===== src/rtl/hazard_ctrl_pkg.sv =====
// -----------------------------------------------------------------------------
// hazard_ctrl_pkg
// Shared constants, types and helpers for the pipeline hazard controller.
//   TUSE_NONE       : Tuse encoding meaning "this source operand is not read".
//   *_DEF           : default latencies of the multi-cycle mult/div unit.
//   EXC_HANDLER_PC  : vector the PC loads when an exception request is taken.
//   stall_cause_t   : one bit per stall reason, used internally and for debug.
//   reg_hazard()    : Tuse/Tnew comparison for one source vs. one producer.
// -----------------------------------------------------------------------------
package hazard_ctrl_pkg;

    localparam logic [1:0]  TUSE_NONE       = 2'd3;
    localparam int          MULT_CYCLES_DEF = 5;
    localparam int          DIV_CYCLES_DEF  = 10;
    localparam int          CNT_W_DEF       = 4;
    localparam logic [31:0] EXC_HANDLER_PC  = 32'h0000_4180;
    localparam logic [4:0]  REG_ZERO        = 5'd0;

    typedef struct packed {
        logic rs;
        logic rt;
        logic md;
        logic eret;
    } stall_cause_t;

    // A source must wait when its producer still needs more cycles (tnew) than
    // the consumer can afford to wait before using the value (tuse). $0 is
    // hard-wired, so it never creates a dependency. TUSE_NONE (3) can never be
    // below a 2-bit tnew, so unused operands drop out without a special case.
    function automatic logic reg_hazard(
        input logic [4:0] src,
        input logic [1:0] tuse,
        input logic [4:0] dst,
        input logic [1:0] tnew
    );
        return (src != REG_ZERO) && (src == dst) && (tuse < tnew);
    endfunction

endpackage


===== src/rtl/hazard_ctrl_md_busy_counter.sv =====
// -----------------------------------------------------------------------------
// md_busy_counter
// Tracks how many cycles the multi-cycle mult/div unit remains busy.
// Ports:
//   clk      in  : system clock, rising edge
//   reset    in  : synchronous active-high reset, clears the counter
//   req      in  : exception request; the faulting E instruction never issues,
//                  so a coincident start is ignored and the count is held
//   start    in  : E instruction is mult/multu/div/divu
//   is_div   in  : selects the divide latency for start
//   md_busy  out : counter non-zero (derived from registered state only)
// -----------------------------------------------------------------------------
module md_busy_counter
    import hazard_ctrl_pkg::*;
#(
    parameter int MULT_CYCLES = MULT_CYCLES_DEF,
    parameter int DIV_CYCLES  = DIV_CYCLES_DEF,
    parameter int CNT_W       = CNT_W_DEF
) (
    input  logic clk,
    input  logic reset,
    input  logic req,
    input  logic start,
    input  logic is_div,
    output logic md_busy
);

    localparam logic [CNT_W-1:0] MULT_LOAD = CNT_W'(MULT_CYCLES);
    localparam logic [CNT_W-1:0] DIV_LOAD  = CNT_W'(DIV_CYCLES);
    localparam logic [CNT_W-1:0] CNT_ZERO  = '0;
    localparam logic [CNT_W-1:0] CNT_ONE   = CNT_W'(1);

    logic [CNT_W-1:0] cnt_reg;
    logic [CNT_W-1:0] cnt_next;

    // Priority: exception hold > new issue (overrides any decrement) > drain.
    always_comb begin
        cnt_next = cnt_reg;
        if (req) begin
            cnt_next = cnt_reg;
        end else if (start) begin
            cnt_next = is_div ? DIV_LOAD : MULT_LOAD;
        end else if (cnt_reg != CNT_ZERO) begin
            cnt_next = cnt_reg - CNT_ONE;
        end
    end

    always_ff @(posedge clk) begin
        if (reset) begin
            cnt_reg <= CNT_ZERO;
        end else begin
            cnt_reg <= cnt_next;
        end
    end

    assign md_busy = (cnt_reg != CNT_ZERO);

endmodule


===== src/rtl/hazard_ctrl.sv =====
// -----------------------------------------------------------------------------
// hazard_ctrl
// Central stall/flush controller for the five-stage MIPS pipeline.
// Compares D-stage sources against E/M destinations with Tuse/Tnew, holds
// HI/LO users while the mult/div unit is busy, holds ERET until EPC writes
// have drained, and lets an exception request override every stall.
// Ports:
//   clk, reset              : clock and synchronous active-high reset
//   req                     : exception/interrupt request (M-stage flush)
//   D_rs/D_rt, D_Tuse_*     : D-stage sources and their Tuse (3 = unused)
//   D_is_md, D_eret         : D instruction touches HI/LO or mult/div; is ERET
//   E_A3/E_Tnew, M_A3/M_Tnew: producer destinations and their Tnew
//   E_md_start, E_md_is_div : E instruction starts mult/div (div qualifier)
//   E_mtc0_epc, M_mtc0_epc  : MTC0 to EPC currently in E / M
//   PC_WE, FD_WE            : PC and F/D write enables (low while stalling)
//   DE_clr                  : D/E clear, inserts the bubble while stalling
//   EM_WE, MW_WE            : always 1; later stages drain during a stall
//   md_busy, stall          : mult/div busy flag and raw stall decision
// All outputs are combinational from current inputs and the busy counter.
// -----------------------------------------------------------------------------
module hazard_ctrl
    import hazard_ctrl_pkg::*;
#(
    parameter int MULT_CYCLES = MULT_CYCLES_DEF,
    parameter int DIV_CYCLES  = DIV_CYCLES_DEF,
    parameter int CNT_W       = CNT_W_DEF
) (
    input  logic       clk,
    input  logic       reset,
    input  logic       req,
    input  logic [4:0] D_rs,
    input  logic [4:0] D_rt,
    input  logic [1:0] D_Tuse_rs,
    input  logic [1:0] D_Tuse_rt,
    input  logic       D_is_md,
    input  logic       D_eret,
    input  logic [4:0] E_A3,
    input  logic [1:0] E_Tnew,
    input  logic [4:0] M_A3,
    input  logic [1:0] M_Tnew,
    input  logic       E_md_start,
    input  logic       E_md_is_div,
    input  logic       E_mtc0_epc,
    input  logic       M_mtc0_epc,
    output logic       PC_WE,
    output logic       FD_WE,
    output logic       DE_clr,
    output logic       EM_WE,
    output logic       MW_WE,
    output logic       md_busy,
    output logic       stall
);

    localparam int NUM_SRC = 2;

    logic [NUM_SRC-1:0][4:0] src_addr;
    logic [NUM_SRC-1:0][1:0] src_tuse;
    logic [NUM_SRC-1:0]      src_stall;
    stall_cause_t            cause;
    logic                    stall_any;

    // ---------------------------------------------------------------------
    // Mult/div busy tracking
    // ---------------------------------------------------------------------
    md_busy_counter #(
        .MULT_CYCLES (MULT_CYCLES),
        .DIV_CYCLES  (DIV_CYCLES),
        .CNT_W       (CNT_W)
    ) u_md_busy_counter (
        .clk     (clk),
        .reset   (reset),
        .req     (req),
        .start   (E_md_start),
        .is_div  (E_md_is_div),
        .md_busy (md_busy)
    );

    // ---------------------------------------------------------------------
    // Register hazards: rs and rt are checked by identical logic. E and M are
    // compared independently, so when both write the same register either
    // one can cause the stall (E holds the newer value, M may still be late).
    // ---------------------------------------------------------------------
    assign src_addr[0] = D_rs;
    assign src_addr[1] = D_rt;
    assign src_tuse[0] = D_Tuse_rs;
    assign src_tuse[1] = D_Tuse_rt;

    generate
        for (genvar gi = 0; gi < NUM_SRC; gi++) begin : g_src
            assign src_stall[gi] =
                reg_hazard(src_addr[gi], src_tuse[gi], E_A3, E_Tnew) |
                reg_hazard(src_addr[gi], src_tuse[gi], M_A3, M_Tnew);
        end
    endgenerate

    assign cause.rs   = src_stall[0];
    assign cause.rt   = src_stall[1];

    // A start sitting in E has not loaded the counter yet, so it must also
    // hold a HI/LO user in D for that one cycle.
    assign cause.md   = D_is_md & (md_busy | E_md_start);

    // ERET reads EPC in D; wait until any in-flight MTC0 EPC has written back.
    assign cause.eret = D_eret & (E_mtc0_epc | M_mtc0_epc);

    assign stall_any  = |cause;

    // The exception flush wins: the PC must load the handler vector and the
    // stage registers flush themselves, so no stall may freeze them.
    assign stall  = stall_any & ~req;

    assign PC_WE  = req | ~stall;
    assign FD_WE  = req | ~stall;
    assign DE_clr = stall & ~req;

    // Later stages never stall, which guarantees every hazard drains.
    assign EM_WE  = 1'b1;
    assign MW_WE  = 1'b1;

endmodule

===== config.mk =====
export PLATFORM = sky130hd
export DESIGN_NAME = hazard_ctrl
export DESIGN_NICKNAME = d
export VERILOG_FILES = /design/src/rtl/hazard_ctrl_pkg.sv /design/src/rtl/hazard_ctrl_md_busy_counter.sv /design/src/rtl/hazard_ctrl.sv
export SDC_FILE = /design/constraint.sdc
export NUM_CORES = 1
export LEC_CHECK = 0
export ABC_CLOCK_PERIOD_IN_PS = 1800
export CAP_MARGIN = 10
export CELL_PAD_IN_SITES_DETAIL_PLACEMENT = 0
export CELL_PAD_IN_SITES_GLOBAL_PLACEMENT = 1
export CORE_MARGIN = 2
export CORE_UTILIZATION = 21
export CTS_CLUSTER_SIZE = 16
export DETAILED_ROUTE_END_ITERATION = 8
export GPL_TIMING_DRIVEN = 1
export PLACE_DENSITY = 0.85
export SETUP_SLACK_MARGIN = 0.1
export SLEW_MARGIN = 25
export SYNTH_ARGS = -nofsm -noshare
export SYNTH_HDL_FRONTEND = slang
export SYNTH_HIERARCHICAL = 1
export SYNTH_SLANG_ARGS = --single-unit

===== constraint.sdc =====
create_clock -name clk -period 1.8 [get_ports clk]
set_input_delay 0.18 -clock clk [delete_from_list [all_inputs] [get_ports clk]]
set_output_delay 0.18 -clock clk [all_outputs]
set_load 0.005 [all_outputs]

==> results of run 1 <==
-- worst max-delay path, stage by stage, from the launching register on --
cell,delay [ps]
dfxtp_2,310
inv_2,70
ha_4,130
or3b_4,380
o21ai_2,130
nand2_2,70
buf_6,120
o31ai_4,210
buf_2,150
-- cell families (layout without fill, tap and decap cells) --
family          count (synthesis)  count (layout)  synth area share, %
simple gates                   20              20                19.41
fa+ha+maj                       6               6                11.09
xor+xnor                       20              20                25.88
compound gates                 22              22                21.26
other cells                     1               2               0.5540
buf+inv                        14              82                9.982
flops                           4               4                11.83
-- synthesized netlist by cell type (all sizes together) --
library cell | number | share of area (%)
dfxtp | 4 | 12
xnor2 | 8 | 10
nor2b | 2 | 2.2
a31oi | 1 | 0.92
conb | 1 | 0.55
o31a | 1 | 1.3
ha | 6 | 11
o211ai | 1 | 1.1
nor3b | 1 | 1.1
a2111o | 1 | 1.7
or3b | 1 | 1.3
nor4 | 4 | 3.7
inv | 10 | 5.5
buf | 4 | 4.4
o21ai | 8 | 5.9
a21oi | 4 | 3.0
o31ai | 2 | 2.2
a211oi | 1 | 1.1
nand2 | 1 | 0.55
nor3 | 1 | 0.74
or4 | 2 | 2.2
nand4 | 4 | 3.7
nor2 | 3 | 1.7
nor4b | 1 | 2.2
xor2 | 12 | 16
o21a | 1 | 1.1
o221ai | 1 | 1.3
o221a | 1 | 1.7
-- path summary, 6_finish.rpt --
check	from	to	cells past startpoint	slack (ps)
min reg2reg	u_md_busy_counter/cnt_reg[0]	u_md_busy_counter/cnt_reg[0]	3	600
max reg2reg	u_md_busy_counter/cnt_reg[1]	u_md_busy_counter/cnt_reg[0]	7	270
max	u_md_busy_counter/cnt_reg[1]	FD_WE	8	-180
min	reset	u_md_busy_counter/cnt_reg[1]	2	590
-- metal layers --
metal | vias up | track usage [%]
met5 | - | 0
met4 | 0 | 5.590
met3 | 4 | 2.345
met2 | 32 | 22.12
met1 | 402 | 16.62
li1 | 451 | -
-- timing repair --
action / CTS / global route
gates resized for setup: 37 / 4
pin swaps: 15 / 2
setup endpoints to repair: 5 / 5
setup buffers: 5 / 2
-- stage by stage --
| stage | instance area, sq um | TNS (ps) |
|---|---|---|
| 5_1_grt | 1373 | -1040 |
| 4_1_cts | 1355 | -771.5 |
| 3_3_place_gp | 1281 | -2326 |
| 6_report | 1373 | -608.1 |
| 2_1_floorplan | 688.2 | 0 |
| 3_5_place_dp | 1281 | -2437 |
-- power breakdown --
part | total (mW) | switching, mW | internal [mW] | leakage, nW
combinational | 0.347 | 0.136 | 0.211 | 0.542
clock | 0.107 | 0.0324 | 0.0743 | 0.0138
sequential | 0.104 | 0.00509 | 0.0990 | 0.0337
-- layout make-up --
cell class | count | share of cell area (%)
Clock buffer | 3 | 1.641
Inverter | 10 | 2.735
Multi-Input combinational cell | 70 | 42.39
Sequential cell | 4 | 6.016
Tap cell | 44 | 4.011
Timing Repair Buffer | 69 | 43.21
==> flow_metrics.tcl, run 1 <==
set metrics [dict create \
    status "finished, violations left" \
    violations "negative setup slack" \
    crit_fanout 2 \
    fp.dieArea_sq_mm 0.003694 \
    dieWidth_microns 60.78 \
    avgSynthCellArea_sq_um 7.780 \
    ant_nets 0 \
    grt.total_usage_pct 13.22 \
    cts_buffers 3 \
    vias_per_cell 4.445 \
    worstPathRequired_ps 1620 \
    slew_violations 0 \
    fin_cells 200 \
    cp-start-kind "flop" \
    dp_worst_setup_slack_ps -648.6 \
    skew_ps 0.7655 \
    num-nets-final 201 \
    drc 0 \
    hold_ws_ps 587.7 \
    endpoint_kind "output pin" \
    route.top_layer_used "met4" \
    vdd_drop_max_mv 0.1389 \
    core_region_area_sq_mm 0.003053 \
    gr-total-overflow 0 \
    drt_iter0_drc 19 \
    grt_setup_unrepaired "true" \
    num_antenna_cells 0 \
    met1_length_microns 1062 \
    worstPathArrival_ps 1800 \
    largest_reg_flops 4 \
    layout_commonest_cell "clkdlybuf4s50_1" \
    cts.clk_slew.worst_paths_ps 30 \
    num_vias 889 \
    gp_congestion 0.8631 \
    synth_cell_type_count 29 \
    htree_levels 1 \
    synth.ff_latch_count 4 \
    regArea_sq_um 82.58 \
    grt_pass1_vias 950 \
    final_core_util_pct 44.96 \
    cap_violations 0 \
    grt_max_degree 9 \
    start_util_pct 22.17 \
    wl_per_cell_microns 11.77 \
    ys_seq_area_share_pct 11.83 \
    wl_met3_microns 141 \
    cts_sinks 4 \
    ys_warn_count 6 \
    mappedNetlistArea_sq_um 676.9 \
    grt_pass1_wl_microns 3753 \
    synthCells 87 \
    layout_setup_ws_ps -176.9 \
    io_pins 44 \
    crit_type "reg -> out" \
    post-place-cells 190 \
    cts_tree "built" \
    drt_first_pass_iters 4 \
    clock-root-buffer "clkbuf_4" \
    multi_input_area_sq_um 581.8 \
    p_leak_nw 0.5895 \
    area_growth_pct 102.8 \
    port_buffers 41 \
    wl_met2_microns 1107 \
    wirelength_microns 2353 \
    dieHeight_microns 60.78 \
    drive_gt1_share_pct 32.05 \
    cts_max_path_buffers 2 \
    worstSkewPairLatency_ps 230 \
    period_needed_ps 1977 \
    mostFrequentLayoutCells "clkdlybuf4s50_1, buf_4, xor2_1" \
    fillCellCount 300 \
    antenna_found_initial 0 \
    total_power_mw 0.5578 \
    hold_buffers 0 \
    finalSetupViolations 4 \
    hold_path_class "in -> reg" \
    hpwl_microns 1995 \
    final.period_utilization_pct 109.8 \
    fp-row-count 20 \
    hold_viol 0 \
    fmax_ghz 0.5058 \
    p_per_area_mw_per_mm2 406.4 \
]
No activity file was read; power rests on OpenSTA's default activity.
==> inputs of run 2 (changes only) <==
Settings changed: CELL_PAD_IN_SITES_DETAIL_PLACEMENT 0 to unset, CELL_PAD_IN_SITES_GLOBAL_PLACEMENT 1 to unset, CORE_UTILIZATION 21 to 32, PLACE_DENSITY 0.85 to 0.86, SKIP_LAST_GASP set to 1.
==> flow_metrics.tcl, run 2 (synthesized netlist as in run 1, its figures left out) <==
set metrics [dict create \
    area_growth_pct 104.3 \
    core_region_area_sq_mm 0.001982 \
    hpwl_microns 2044 \
    crit_type "in -> out" \
    final.period_utilization_pct 106.8 \
    ant_nets 0 \
    post-place-cells 174 \
    pwr-share-comb_pct 62.4 \
    num_antenna_cells 0 \
    design_area_sq_mm 0.001383 \
    clkPwrFrac_pct 19.5 \
    layout_setup_ws_ps -122.2 \
    antenna_found_initial 0 \
    vdd_drop_max_mv 0.3312 \
    dpl-instance-area_sq_mm 0.001267 \
    drive_gt1_share_pct 36.36 \
    fp.dieArea_sq_mm 0.002499 \
    worstPathRequired_ps 1620 \
    largest_reg_flops 4 \
    cap_violations 0 \
    gr-total-overflow 0 \
    htree_levels 1 \
    cts_sinks 4 \
    internal-power_mw 0.3823 \
    clock-root-buffer "clkbuf_4" \
    num-nets-final 199 \
    skew_ps 1.295 \
    r2r-start "u_md_busy_counter/cnt_reg[1]" \
    gp_congestion 0.9586 \
    power_switching_share_pct 33.82 \
    grt_setup_unrepaired "true" \
    endpoint_kind "output pin" \
    sequentialPowerShare_pct 18.1 \
    cp-start-kind "input pin" \
    grt.total_usage_pct 22.96 \
    vias_per_cell 5.077 \
    cts.clk_slew.worst_paths_ps 40 \
    wl_per_cell_microns 15.08 \
    dieHeight_microns 49.99 \
    p_per_area_mw_per_mm2 417.9 \
    grt_pass1_wl_microns 4374 \
    r2r_cells 7 \
    fin_setup_tns_ps -498.6 \
    drt_first_pass_iters 4 \
    dieWidth_microns 49.99 \
    p_leak_nw 0.6115 \
    fp-row-count 16 \
    mostFrequentLayoutCells "buf_4, clkdlybuf4s50_1, dlygate4sd2_1" \
    cts_tree "built" \
    fin_cells 181 \
    cts_max_path_buffers 2 \
    cts_buffers 3 \
    grt_pass1_vias 989 \
    drt_iter0_drc 30 \
    whs_path_depth 2 \
    violations "negative setup slack" \
    worstSkewPairLatency_ps 230 \
    finalSetupViolations 5 \
    start_util_pct 34.15 \
    layout_commonest_cell "buf_4" \
    hp-start "reset" \
    worstPathArrival_ps 1740 \
    hold_ws_ps 590.5 \
    drc 0 \
    fmax_ghz 0.5202 \
    port_buffers 41 \
    num_vias 919 \
    worst_r2r_endpoint "u_md_busy_counter/cnt_reg[0]" \
    slew_violations 0 \
    rrSetupSlack_ps 240 \
    crit_fanout 2 \
    hold_path_class "in -> reg" \
    wirelength_microns 2730 \
    period_needed_ps 1922 \
    p_sw_mw 0.1954 \
    grt_max_degree 9 \
    status "finished, violations left" \
    min_to "u_md_busy_counter/cnt_reg[1]" \
    io_pins 44 \
    hold_viol 0 \
]
[run 2: worst max-delay path, stage by stage]
cell and delay [ps]:
clkdlybuf4s50_1 450, xor2_1 170, nor4_2 230, nand4_1 170
a21oi_2 210, buf_4 150, o31ai_4 60, buf_2 130
[run 2: power groups by stage]
stage / registers [mW] / clock network [mW] / logic, mW
6_report: 0.105 / 0.113 / 0.361
5_1_grt: 0.106 / 0.122 / 0.388
4_1_cts: 0.104 / 0.113 / 0.330
3_5_place_dp: 0.104 / 0 / 0.328
3_3_place_gp: 0.103 / 0 / 0.317
2_1_floorplan: 0.106 / 0 / 0.126
[run 2: how the worst max path moves through the flow]
stage | from | endpoint | cells past startpoint
floorplan | u_md_busy_counter/cnt_reg[0] | PC_WE | 7
global placement | M_Tnew[1] | DE_clr | 8
detailed placement | M_Tnew[1] | stall | 8
CTS | u_md_busy_counter/cnt_reg[1] | stall | 7
global route | u_md_busy_counter/cnt_reg[1] | DE_clr | 7
finish | M_A3[1] | PC_WE | 8
[run 2: layout make-up]
| class | instances | area, sq um |
|---|---|---|
| clock buffer | 3 | 22.52 |
| fill | 137 | 599.3 |
| inverter | 10 | 37.54 |
| sequential | 4 | 82.58 |
| multi-input combinational | 70 | 628.1 |
| tap | 27 | 33.78 |
| timing repair buffer | 67 | 578.1 |
[run 2: metrics by stage]
| step | setup slack [ps] | power [mW] | util [%] |
|---|---|---|---|
| 6_report | -122.2 | 0.5777 | 69.76 |
| 5_1_grt | -190.0 | 0.6162 | 69.76 |
| 4_1_cts | -187.0 | 0.5461 | 67.05 |
| 3_5_place_dp | -639.4 | 0.4318 | 63.95 |
| 3_3_place_gp | -645.2 | 0.4206 | 63.95 |
| 2_1_floorplan | 64.21 | 0.2318 | - |
[run 2: metal layers]
layer  up-vias  global-route usage (%)  wire length [microns]
met5         -                       0                      0
met3         8                   2.424                    135
li1        445                       -                      -
met1       431                   26.19                   1102
met2        35                   42.11                   1421
met4         0                   10.19                     70
[run 2: what timing repair did]
action                     in CTS  in global routing
setup endpoints to repair       5                  5
pin swaps                      16                  6
hold buffers                    0                  0
buffers inserted                1                  3
gates resized for setup        48                 11
==> variant 1, RTL diff (settings of run 2) <==
Set the package constant `CNT_W_DEF` to 5 (it was 4).
--- a/src/rtl/hazard_ctrl_pkg.sv
+++ b/src/rtl/hazard_ctrl_pkg.sv
@@ -14,3 +14,3 @@
     localparam int          DIV_CYCLES_DEF  = 10;
-    localparam int          CNT_W_DEF       = 4;
+    localparam int          CNT_W_DEF       = 5;
     localparam logic [31:0] EXC_HANDLER_PC  = 32'h0000_4180;
Formal check against the unedited RTL: no difference found for any inputs over 10 cycles, from zero or initial values and one cycle with reset high; that may be too few to reach the edited logic, so the function may still have changed.
==> variant 1 against run 2 <==
- the run still ends with negative setup slack left
- power is 16% higher
- hold slack worse by 140 ps
- via count grew 7.4%
- cell area grew 1.7%
- register-to-register slack worse by 190 ps
- routed wire length increased by 6.1%
- synthesized area rose by 4.6%
- sequential cell count is 1 higher
- clock power increased by 34%
- critical path depth unchanged
- setup slack worse by 190 ps
- utilization is 4.3 points lower
- sequential power increased by 22%
- largest power group unchanged
==> variant 1: results (changes against run 2) <==
Outcome
  – Status: finished, violations left
  – Failing checks: negative setup slack

Drt
  – Post-DR vias/cell: 5.25 (+3.4%)
  – Starting DRT DRC Count: 19 (-37%)

Placed design
  – Post-Place Cell Area: 0.00128 sq mm (+0.79%)
  – DP HPWL: 2.01 mm (-1.8%)
  – Routability congestion estimate: 0.835 (-13%)
  – I/O Buffers: 41 (unchanged)
  – DP Worst Slack: -690 ps (-50.9 ps)

STA
  – Clock Skews: 2.79 ps (+1.49 ps)
  – Final Setup Violations: 5 (unchanged)
  – Fin worst setup slack: -312 ps (-190 ps)

Synth
  – Top cells by area, synth: xor2_1, dfxtp_1, xnor2_1, ha_1, inv_1
  – Syn avg cell area: 7.70 sq um (-1.1%)
  – Mux cell area share after synthesis: 3.00% (+3.0 points)
  – Post-synth cell types: 31 (+6.9%)
  – Adder-cell share of the synthesized area: 8.83% (-2.3 points)
  – Complex-gate fraction of the synthesized area: 19.4% (-1.8 points)
  – Post-synthesis sequential area ratio: 14.1% (+2.3 points)
  – Xor/xnor share of the synthesized area: 24.7% (-1.1 points)
  – Synth top cells by count: xor2_1, inv_1, xnor2_1, nor2_1, o21ai_0

Global routing
  – Largest net degree at the start of global routing: 10 (+1)
  – Global Route Usage Sum: 21.5% (-1.5 points)
  – First-pass GRT wire length: 4.15 mm (-5.2%)
  – Vias in the first global route: 972 (-1.7%)

Setup path
  – Critical Path Max Stage Delay: 460 ps
  – Crit-path max FO: 3 (+1)
  – CP max stage cell: or4b_4

Finish
  – Filler Cell Count: 168 (+23%)
  – Max reg flops: 5 (+1)
  – Final net count: 203 (+2.0%)
  – Share of post-route cells with drive strength above 1: 30.6% (-5.7 points)
  – Post-route insts no fill: 188 (+3.9%)

Power
  – Leakage Power: 0.603 nW (-1.4%)
  – Peak supply drop: 0.000477 V (+44%)

Clock network
  – Post-CTS sizing: 25 (-48%)
  – Setup repair bufs after CTS: 4 (+3)
  – H-tree depth: 1 (unchanged)
  – Clk Latency, worst-skew pair: 270 ps (+40 ps)

Worst hold path
  – HP Class: flop to flop
-- variant 1: path summary, 6_finish.rpt --
| check | from | end | cells past startpoint | slack, ps |
|---|---|---|---|---|
| max | u_md_busy_counter/cnt_reg[0]$_SDFFE_PP0P_ | PC_WE | 8 | -310 |
| min | u_md_busy_counter/cnt_reg[4]$_SDFFE_PP0P_ | u_md_busy_counter/cnt_reg[4]$_SDFFE_PP0P_ | 1 | 450 |
| max reg2reg | u_md_busy_counter/cnt_reg[0]$_SDFFE_PP0P_ | u_md_busy_counter/cnt_reg[1]$_SDFFE_PP0P_ | 6 | 50 |
| min reg2reg | u_md_busy_counter/cnt_reg[4]$_SDFFE_PP0P_ | u_md_busy_counter/cnt_reg[4]$_SDFFE_PP0P_ | 1 | 450 |
-- variant 1: per-layer routing --
layer	track usage (%)	routed length, um	part of all wire, %	vias to the layer above
met1	25.1	1160	40	452
met3	6.73	288	9.9	10
met2	36.6	1350	47	63
li1	-	-	-	462
met4	7.66	102	3.5	0
met5	0	0	0	-
-- variant 1: cell type report --
type	count	area (sq um)	share of cell area (%)
Inverter	9	33.8	2.40
Timing Repair Buffer	68	596	42.3
Tap cell	28	35.0	2.49
Clock buffer	4	26.3	1.87
Sequential cell	5	101	7.21
Multi-Input combinational cell	74	614	43.7
-- variant 1: report_power, final --
part	internal (mW)	leakage (nW)	switching, mW	total (mW)
Combinational	0.229	0.547	0.165	0.394
Clock	0.0851	0.0150	0.0656	0.151
Sequential	0.122	0.0413	0.00594	0.128
Total	0.435	0.603	0.236	0.672
-- variant 1: worst max-delay path, delay by kind of cell (launching register included) --
kind            cells  cell delay, ps
fa+ha+maj           1             140
flops               1             320
simple gates        2             540
buf+inv             3             350
compound gates      2             310
==> variant 2, RTL diff (config.mk and constraints of run 2) <==
Made on the original files. Make the reset (`reset`) asynchronous in one clocked block. Comments in the files are not updated.
--- a/src/rtl/hazard_ctrl_md_busy_counter.sv
+++ b/src/rtl/hazard_ctrl_md_busy_counter.sv
@@ -47,3 +47,3 @@
 
-    always_ff @(posedge clk) begin
+    always_ff @(posedge clk or posedge reset) begin
         if (reset) begin
Check against the original RTL: differs if reset is asserted again (counterexample within 4 cycles, from zero or initial values and one cycle with reset high); with reset held inactive, the same outputs for 10 cycles.
==> variant 2 against run 2 <==
- sequential power is 33% higher
- setup slack better by 230 ps
- die area is 2.7% higher
- sequential cell count stayed put
- register-to-register slack better by 90 ps
- synthesized area is 3.0% higher
- hold slack worse by 460 ps
- clock skew is 1.1 ps higher
- count of clock-buffer cells in the layout stayed put
- power is 33% higher
- non-clock buffer count is 2 lower
- routed wire length is 1.6% lower
- cell area is 0.36% higher
- sequential share of layout area is 1.2 points higher
- largest power group unchanged
==> variant 2: results (changes against run 2) <==
Synth
  – Synth top cells by count: xor2_1, inv_1, o21ai_0, xnor2_1
  – Post-synth cell types: 27 (-6.9%)
  – FFs w/ async S/R, synth: 100% (+100 points)
  – Top cells by area, synth: xor2_1, dfrtp_1, ha_1, xnor2_1, o21ai_0
  – Post-synth top flop: dfrtp_1

Drt
  – DR pass1 iterations: 5 (+1)
  – Post-DR vias/cell: 4.93 (-2.8%)
  – Starting DRT DRC Count: 27 (-10%)
  – Average wire per standard cell: 15.0 um (-0.55%)

Setup path
  – Top Family by Delay on Critical Path: simple AND/OR/NAND/NOR gates
  – R2R setup slack: 330 ps (+90 ps)
  – Critical path startpoint: D_rt[0]
  – Depth of the worst register-to-register path: 6 (-1)
  – Crit path DAT: 1510 ps (-230 ps)
  – CP endpoint: stall
  – Reg2reg end: u_md_busy_counter/cnt_reg[1]$_DFFE_PP0P_
  – Reg2reg start: u_md_busy_counter/cnt_reg[1]$_DFFE_PP0P_
  – Critical Path Max Stage Delay: 240 ps (-210 ps)
  – CP max stage cell: nor4_4

Outcome
  – Status: complete, no violations

Worst hold path
  – HP Class: input pin to async pin

Global routing
  – Vias in the first global route: 921 (-6.9%)
  – First-pass GRT wire length: 4.09 mm (-6.5%)

Placed design
  – DP Worst Slack: -816 ps (-176 ps)
  – DP HPWL: 2.02 mm (-1.1%)

Finish
  – Final net count: 197 (-1.0%)

STA
  – Max frequency: 592 MHz (+14%)
  – Hold_ws: 132 ps (-458 ps)
  – Clock Skews: 2.42 ps (+1.13 ps)

Power
  – Peak supply drop: 0.000532 V (+61%)
  – Leakage Power: 0.610 nW (-0.30%)
-- variant 2: layer usage --
| metal | global-route usage (%) | vias to the layer above | share of wire [%] |
|---|---|---|---|
| met2 | 44.1 | 33 | 60 |
| met1 | 20.5 | 415 | 34 |
| met4 | 7.21 | 0 | 1.5 |
| met5 | 0 | - | 0 |
| met3 | 3.27 | 4 | 4.1 |
| li1 | - | 431 | - |
-- variant 2: repair_timing --
item                       CTS  global route
pin swaps                   19            21
gates resized for setup     85            39
setup endpoints to repair    4             4
buffers inserted             1             3
-- variant 2: where the power goes --
part | switching (mW) | internal, mW | total (mW)
combinational | 0.230 | 0.294 | 0.525
clock | 0.0289 | 0.0740 | 0.103
sequential | 0.0224 | 0.117 | 0.140
total | 0.282 | 0.485 | 0.767
-- variant 2: area by class of cell --
cell class                      instances  area, sq um
Tap cell                               27         33.8
Sequential cell                         4          100
Timing Repair Buffer                   65          488
Multi-Input combinational cell         71          709
Inverter                                9         33.8
Clock buffer                            3         22.5
Fill cell                             149          614
-- variant 2: through the flow --
stage	setup TNS, ps	std cells	instance area [sq um]
after floorplan	0	88	706
after global placement	-2300	172	1270
after detailed placement	-2980	172	1270
after CTS	0	176	1330
after global routing	0	179	1390
final	0	179	1390
-- variant 2: cell families (layout without fill, tap and decap cells) --
| kind of cell | Yosys count | in the layout | share of synthesized area (%) |
|---|---|---|---|
| DFF | 4 | 4 | 14.4 |
| other | 1 | 2 | 0.538 |
| muxes | 2 | 2 | 3.59 |
| AOI/OAI and AO/OA | 17 | 17 | 16.2 |
| xor gates and xnor gates | 20 | 20 | 25.1 |
| buffers and inverters | 13 | 77 | 9.16 |
| and+or+nand+nor | 24 | 24 | 20.3 |
| adders and majority gates | 6 | 6 | 10.8 |
